File: src/rtl/bmf_h_decoder_seq.sv
// bmf_h_decoder_seq: sequential, reprogrammable H-side decompressor for
// Boolean-matrix-factorized partitions. Computes y = k * H over the XOR or
// OR semiring and folds one matrix row into the accumulator per cycle.
//
// Ports:
//   clk, rst_n          clock (rising edge), asynchronous active-low reset
//   cfg_we/row/data     write one row of H (honoured in IDLE only)
//   in_valid/ready/k    factor-vector input handshake
//   out_valid/ready/y   reconstructed-output handshake
//   busy                high while accumulating or holding a result
module bmf_h_decoder_seq #(
  parameter int unsigned    K       = 9,
  parameter int unsigned    M       = 10,
  parameter bit             OR_MODE = 1'b0,
  parameter logic [K*M-1:0] H_INIT  = '0
) (
  input  logic                 clk,
  input  logic                 rst_n,
  input  logic                 cfg_we,
  input  logic [$clog2(K)-1:0] cfg_row,
  input  logic [M-1:0]         cfg_data,
  input  logic                 in_valid,
  output logic                 in_ready,
  input  logic [K-1:0]         in_k,
  output logic                 out_valid,
  input  logic                 out_ready,
  output logic [M-1:0]         out_y,
  output logic                 busy
);

  localparam int unsigned      RowW    = $clog2(K);
  localparam logic [RowW-1:0]  LastRow = RowW'(K - 1);

  typedef enum logic [1:0] {StIdle, StAccum, StHold} state_e;

  state_e                 state_q, state_d;
  // Row i of H lives at h_q[i]; bit j is the coefficient of k_i for y_j.
  logic [K-1:0][M-1:0]    h_q, h_d;
  logic [M-1:0]           acc_q, acc_d;
  logic [M-1:0]           y_q, y_d;
  logic [RowW-1:0]        idx_q, idx_d;
  logic [K-1:0]           k_q, k_d;

  logic [M-1:0]           term;
  logic [M-1:0]           acc_next;

  assign term     = k_q[idx_q] ? h_q[idx_q] : '0;
  assign acc_next = OR_MODE ? (acc_q | term) : (acc_q ^ term);

  always_comb begin
    state_d = state_q;
    h_d     = h_q;
    acc_d   = acc_q;
    y_d     = y_q;
    idx_d   = idx_q;
    k_d     = k_q;
    case (state_q)
      StIdle: begin
        // Writes are only accepted here so H is frozen for a whole computation;
        // a write alongside in_valid lands before ACCUM reads row 0.
        if (cfg_we && (cfg_row <= LastRow)) begin
          h_d[cfg_row] = cfg_data;
        end
        if (in_valid) begin
          k_d     = in_k;
          acc_d   = '0;
          idx_d   = '0;
          state_d = StAccum;
        end
      end
      StAccum: begin
        acc_d = acc_next;
        idx_d = idx_q + 1'b1;
        if (idx_q == LastRow) begin
          idx_d   = '0;
          y_d     = acc_next;
          state_d = StHold;
        end
      end
      StHold: begin
        if (out_ready) begin
          state_d = StIdle;
        end
      end
      default: state_d = StIdle;
    endcase
  end

  always_ff @(posedge clk or negedge rst_n) begin
    if (!rst_n) begin
      state_q <= StIdle;
      h_q     <= H_INIT;
      acc_q   <= '0;
      y_q     <= '0;
      idx_q   <= '0;
      k_q     <= '0;
    end else begin
      state_q <= state_d;
      h_q     <= h_d;
      acc_q   <= acc_d;
      y_q     <= y_d;
      idx_q   <= idx_d;
      k_q     <= k_d;
    end
  end

  assign in_ready  = (state_q == StIdle);
  assign out_valid = (state_q == StHold);
  assign busy      = (state_q != StIdle);
  // y_q is loaded on entry to HOLD and otherwise retained, so out_y keeps
  // the last result after the handshake.
  assign out_y     = y_q;

endmodule

File: config.mk
export PLATFORM = sky130hd
export DESIGN_NAME = bmf_h_decoder_seq
export DESIGN_NICKNAME = d
export VERILOG_FILES = /design/src/rtl/bmf_h_decoder_seq.sv
export SDC_FILE = /design/constraint.sdc
export NUM_CORES = 1
export LEC_CHECK = 0
export BUFFER_PORTS_ARGS = -buffer_cell sky130_fd_sc_hd__buf_2
export CORE_ASPECT_RATIO = 0.6
export CORE_MARGIN = 3
export CORE_UTILIZATION = 55
export CTS_BUF_LIST = sky130_fd_sc_hd__clkbuf_16
export DETAILED_ROUTE_END_ITERATION = 10
export PLACE_DENSITY = 0.74
export SYNTH_ARGS = -nofsm -noshare
export SYNTH_HDL_FRONTEND = slang
export SYNTH_SLANG_ARGS = --single-unit
File: constraint.sdc
create_clock -name clk -period 3.3 [get_ports clk]
set_input_delay 0.165 -clock clk [delete_from_list [all_inputs] [get_ports clk]]
set_output_delay 0.165 -clock clk [all_outputs]
set_load 0.01 [all_outputs]
Yosys cells after proc, flatten, opt, wreduce, memory -nomap -nowiden
Cells that the tools add are included.
- bits in read-only memories: 0
- bits of input ports: 28
- output and inout bits: 13
- latch bits: 0
- word-level logic and storage cells: 53
- memory bits (writable): 0
- bits in registers: 125
- memories: 0
- bitwise operators: 1
- shift operators: 0
- multiply operators: 0
- order comparisons: 4
- $add $sub $neg: 1
- reductions and logical operators: 10
- eq/ne operators: 6
- div/mod/pow operators: 0
- multiplexer cells: 17
- operators with widths (operator ; number):
    $bwmux 90 ; 1
    $bmux 10 s4 ; 1
    $demux 10 s4 ; 1
    $mux 10 ; 4
    $pmux 10 s2 ; 1
    $lt 4x5->1 const B ; 2
    $xor 10x10->10 ; 1
    $mux 4 ; 2
    $pmux 4 s2 ; 1
    $reduce_and 2->1 ; 4
    $mux 2 ; 3
    $pmux 2 s3 ; 1
    $add 4x1->4 const B ; 1
    $bmux 1 s4 ; 1
    $eq 4x4->1 const B ; 1
    $ge 4x1->1 const B ; 1
    $le 4x4->1 const B ; 1
    $ne 2x2->1 const B ; 2
    $reduce_bool 2->1 ; 2
    $reduce_and 3->1 ; 1
    $eq 2x1->1 const B ; 1
    $eq 2x2->1 const B ; 1
    $logic_and 1x1->1 ; 2
    $logic_not 2->1 ; 1
    2 further kinds ; 2

Logic depth before layout (Yosys ltp)
- depth after elaboration: 5
- depth in mapped cells: 11

Least setup slack after synthesis
No wires, ideal clock.
- path type: register to register
- from: reg idx_q[0]
- to: reg y_q[1], in the netlist out_y[1]
- library setup time: 0.069 ns
- cell stages (with the launch flop): 11
- data required time: 3.231 ns
- arrival: 2.340 ns
- slack: 0.891 ns
- period minus slack after synthesis: 2.409 ns
- cell sequence: dfrtp_1 -> buf_2 -> buf_2 -> buf_4 -> inv_1 -> ha_1 -> nand3b_1 -> or3b_2 -> clkbuf_1 -> or4_1 -> nand3_1
- cells in the longest elaborated chain, start to end: 4
- elaborated cells on any way between the ends: 8
- ends and longest elaborated chain (element ; line ; RTL):
    start, declared ; 41 ; logic [RowW-1:0] idx_q, idx_d;
    start signal, assigned ; 102 ; idx_q <= idx_d;
    $bmux 10 s4 or $bmux 1 s4 (tied branches) ; 47 ; assign term = k_q[idx_q] ? h_q[idx_q] : '0;
    $mux 10 (not written as such) or $mux 1 (tied branches) ; 47 ;
    $mux 10 ; 47 ;
    $xor 10x10->10 ; 48 ; assign acc_next = OR_MODE ? (acc_q | term) : (acc_q ^ term);
    end signal, assigned ; 101 ; y_q <= y_d;
    end, declared ; 40 ; logic [M-1:0] y_q, y_d;
Parallel ways exist; a longest one is shown, timed or not. The select of a mux whose other input is x is not followed.
A chain may end at the register's enable or synchronous reset.

Final worst setup path
- from: reg idx_q[2]
- to: reg acc_q[5]
- cells in the longest elaborated chain, start to end: 5
- elaborated cells on any way between the ends: 7
- ends and longest elaborated chain (element ; line ; RTL):
    $bmux 10 s4 or $bmux 1 s4 (tied branches) ; 47 ;
    $mux 10 (not written as such) or $mux 1 (tied branches) ; 47 ;
    $mux 10 * ; 47 ;
    $xor 10x10->10 * ; 48 ;
    $pmux 10 s2 * ; 57 ; case (state_q)
    end signal, assigned ; 93 ; acc_q <= '0;
    end signal, assigned ; 100 ; acc_q <= acc_d;
    end, declared ; 39 ; logic [M-1:0] acc_q, acc_d;
Mark *: on every way between the ends. The rest lies on a longest branch, timed or not. The select of a mux whose other input is x is not followed.

==> results.md <==
* Most frequent cells in the layout: dfrtp_1 (124), mux2_2 (99), buf_2 (39)
* Yosys warnings at 0
* Clock root cell: clkbuf_16
* Syn avg cell area at 12.7 um2
* Flops & latches, synth at 125
* Die span in y at 86.3 um
* Worst-skew pair later-pin latency at 0.41 ns
* CP max stage delay at 0.84 ns
* Placement Setup Slack at 0.571 ns
* Netlist cell types at 36
* Run status: finished clean
* Vias at 4176
* Startpoint types: register
* GRT overflow at 0
* Post-Syn Area at 5910 um2
* Critical-path cell list: nand2b_1, a211oi_1, o41a_1, o21ai_0, a31oi_1
* Initial antenna violation count at 0
* Critical path class: register to register
* Post-cts resize count at 0
* Endpoints failing setup at 0
* CTS tree: yes
* Total global routing track utilization at 24.4%
* DRT Wirelength at 13700 um
* Starting density of the core at 58.2%
* Final-layout fill cell count at 749
* Tcrit/Tclk final at 83.9%
* Iteration-0 DRC Markers at 309
* Commonest non-fill, non-tap cell in the layout: dfrtp_1
* Achievable frequency at 361 MHz
* Site Rows at 28
* Clock Path Buffers at 2
* Power Density at 940 nW/um2
* Final min period at 2.77 ns
* Multi-input logic area at 2650 um2
* Final hold violations at 0
* Layout cells sized above 1 at 35.7%
* Post-route ant nets at 0
* Vias in the first global route at 4242
* IO buf count at 40
* Sequential cell area fraction in the yosys report at 52.9%
* Dpl hpwl at 8930 um
* CTS H-tree depth at 4
* Gate Count Post-Synth at 466
* Final #Nets at 549
* CP delay by family, top: compound AO/OA/AOI/OAI gates
* Hold WC Path Type: input pin to register
* Final clock skew at 0.0117 ns
* CTS clk-pin slew, worst paths at 0.06 ns
* DR WL/cell at 20.6 um
* Max Slew Vio Count at 0
* Worst path slowest cell: o41a_1
* Post-CTS Hold Fix Bufs at 11
* DRC violations left at 0
* N_diodes at 0
* Synth-to-layout area growth at 16.5%
* P_leak at 0.00311 uW
* Drt pass-1 iters at 5
* Max Cap Viol at 0
* Least-Margin Pin Slew at 0.989 ns
* Clock sink count at 125
* Largest net degree at the start of global routing at 65
* Final WS setup at 0.533 ns
* IO Pins at 41
* Critical path buffer and inverter count at 0
* First-pass GRT wire length at 22700 um
* Unrepaired setup endpoints after global routing: false
* Critical path required time at 3.62 ns
* Via-to-Cell Ratio at 6.28
* Critical Path End Type: register
* Syn nets at 496
* Setup bufs post-CTS at 0
* Setup TNS at 0 ns
* Worst-path fanout max at 30
* Cts bufs inserted at 17
* Width of the die at 140 um
* CP arrival at 3.09 ns
* Global placer's final weighted congestion at 0.796
* Core ar. at 10200 um2
* Peak VDD IR at 0.723 mV
* Final Hold Slack at 0.123 ns
* Rel. slew slack at 34.0%
* Total die area at 12100 um2
* Register area at 3130 um2
## path summary, 6_finish.rpt
check / startpoint / end / slack [ns] / cells after the start
setup / recovery: idx_q[2] / acc_q[5] / 0.53 / 5
hold / removal: cfg_data[8] / h_q[8] / 0.12 / 2
setup reg to reg: idx_q[2] / acc_q[5] / 0.53 / 5
hold reg to reg: out_y[7] / out_y[7] / 0.47 / 2
max in group asynchronous: rst_n / h_q[25] / 2.05 / 3
min in group asynchronous: rst_n / k_q[1] / 0.40 / 2
## power by group
part | leakage (uW) | switching [uW] | internal [uW]
sequential | 0.00162 | 399 | 2150
combinational | 0.00123 | 1210 | 1080
clock | 0.000259 | 635 | 1000
total | 0.00311 | 2240 | 4230
## cells in the mapped netlist
| library cell | number | area [um2] |
|---|---|---|
| dfrtp_1 | 125 | 3130 |
| mux2_2 | 99 | 1110 |
| nand2_1 | 28 | 105 |
| nor2b_1 | 23 | 144 |
| a211oi_1 | 22 | 165 |
| a31oi_1 | 20 | 125 |
| clkbuf_1 | 17 | 63.8 |
| nor2_1 | 16 | 60.1 |
| nand3_1 | 14 | 70.1 |
| o21ai_0 | 13 | 65.1 |
| o41a_1 | 11 | 124 |
| mux4_2 | 10 | 225 |
| o211ai_1 | 10 | 75.1 |
| o41ai_1 | 10 | 87.6 |
| or4_1 | 10 | 75.1 |
| buf_2 | 5 | 25.0 |
| inv_1 | 4 | 15.0 |
| buf_4 | 3 | 22.5 |
| nand2b_1 | 3 | 18.8 |
| nor3_1 | 3 | 15.0 |
| ha_1 | 2 | 25.0 |
| nand4_1 | 2 | 12.5 |
| nor3b_1 | 2 | 15.0 |
| xor2_1 | 2 | 17.5 |
| and2_1 | 1 | 6.26 |
| and3b_1 | 1 | 8.76 |
| and4b_1 | 1 | 10.0 |
| buf_1 | 1 | 3.75 |
| buf_6 | 1 | 11.3 |
| mux4_1 | 1 | 26.3 |
| nand3b_1 | 1 | 7.51 |
| nor4b_1 | 1 | 8.76 |
| o41ai_2 | 1 | 16.3 |
| or2_2 | 1 | 6.26 |
| or3_1 | 1 | 6.26 |
| or3b_2 | 1 | 8.76 |
## per-stage QoR
step	cells	instance area (um2)	total power (uW)	util, %
final	665	6890	6470	67.8
after global routing	665	6890	6890	67.8
after CTS	665	6890	6490	67.8
after detailed placement	624	6270	4810	61.7
after global placement	624	6270	4670	61.7
after floorplan	466	5910	4140	-
## cell families after synthesis
logic type      Yosys count  share of synthesized area [%]
compound gates           87                           11.1
xor+xnor                  2                          0.296
fa+ha+maj                 2                          0.423
buf+inv                  31                           2.39
flops                   125                           52.9
mux                     110                           23.1
simple gates            109                           9.77
## state kept, by name (all words and copies together) (netlist names)
signal / flops
acc_q: 10
h_q: 90
k_q: 9
out_y: 10
idx_q: 4
state_q: 2
## final cells by class
class,instances,share of cell area [%]
flip-flops and latches,125,45.4
well taps,135,2.45
clock inverters,13,1.25
multi-input cells,310,38.5
repair buffers,61,5.99
clock buffers,17,6.18
inverters,4,0.218
## per-layer routing
| layer | part of all wire (%) | vias to the layer above | routed length (um) | global-route usage, % |
|---|---|---|---|---|
| li1 | - | 1896 | - | - |
| met1 | 46 | 2143 | 6290 | 34.3 |
| met2 | 48 | 119 | 6530 | 38.3 |
| met3 | 5.2 | 18 | 711 | 6.17 |
| met4 | 1.3 | 0 | 184 | 7.21 |
| met5 | 0 | - | 0 | 0 |
Note: power is estimated with default switching activity, not from simulation.
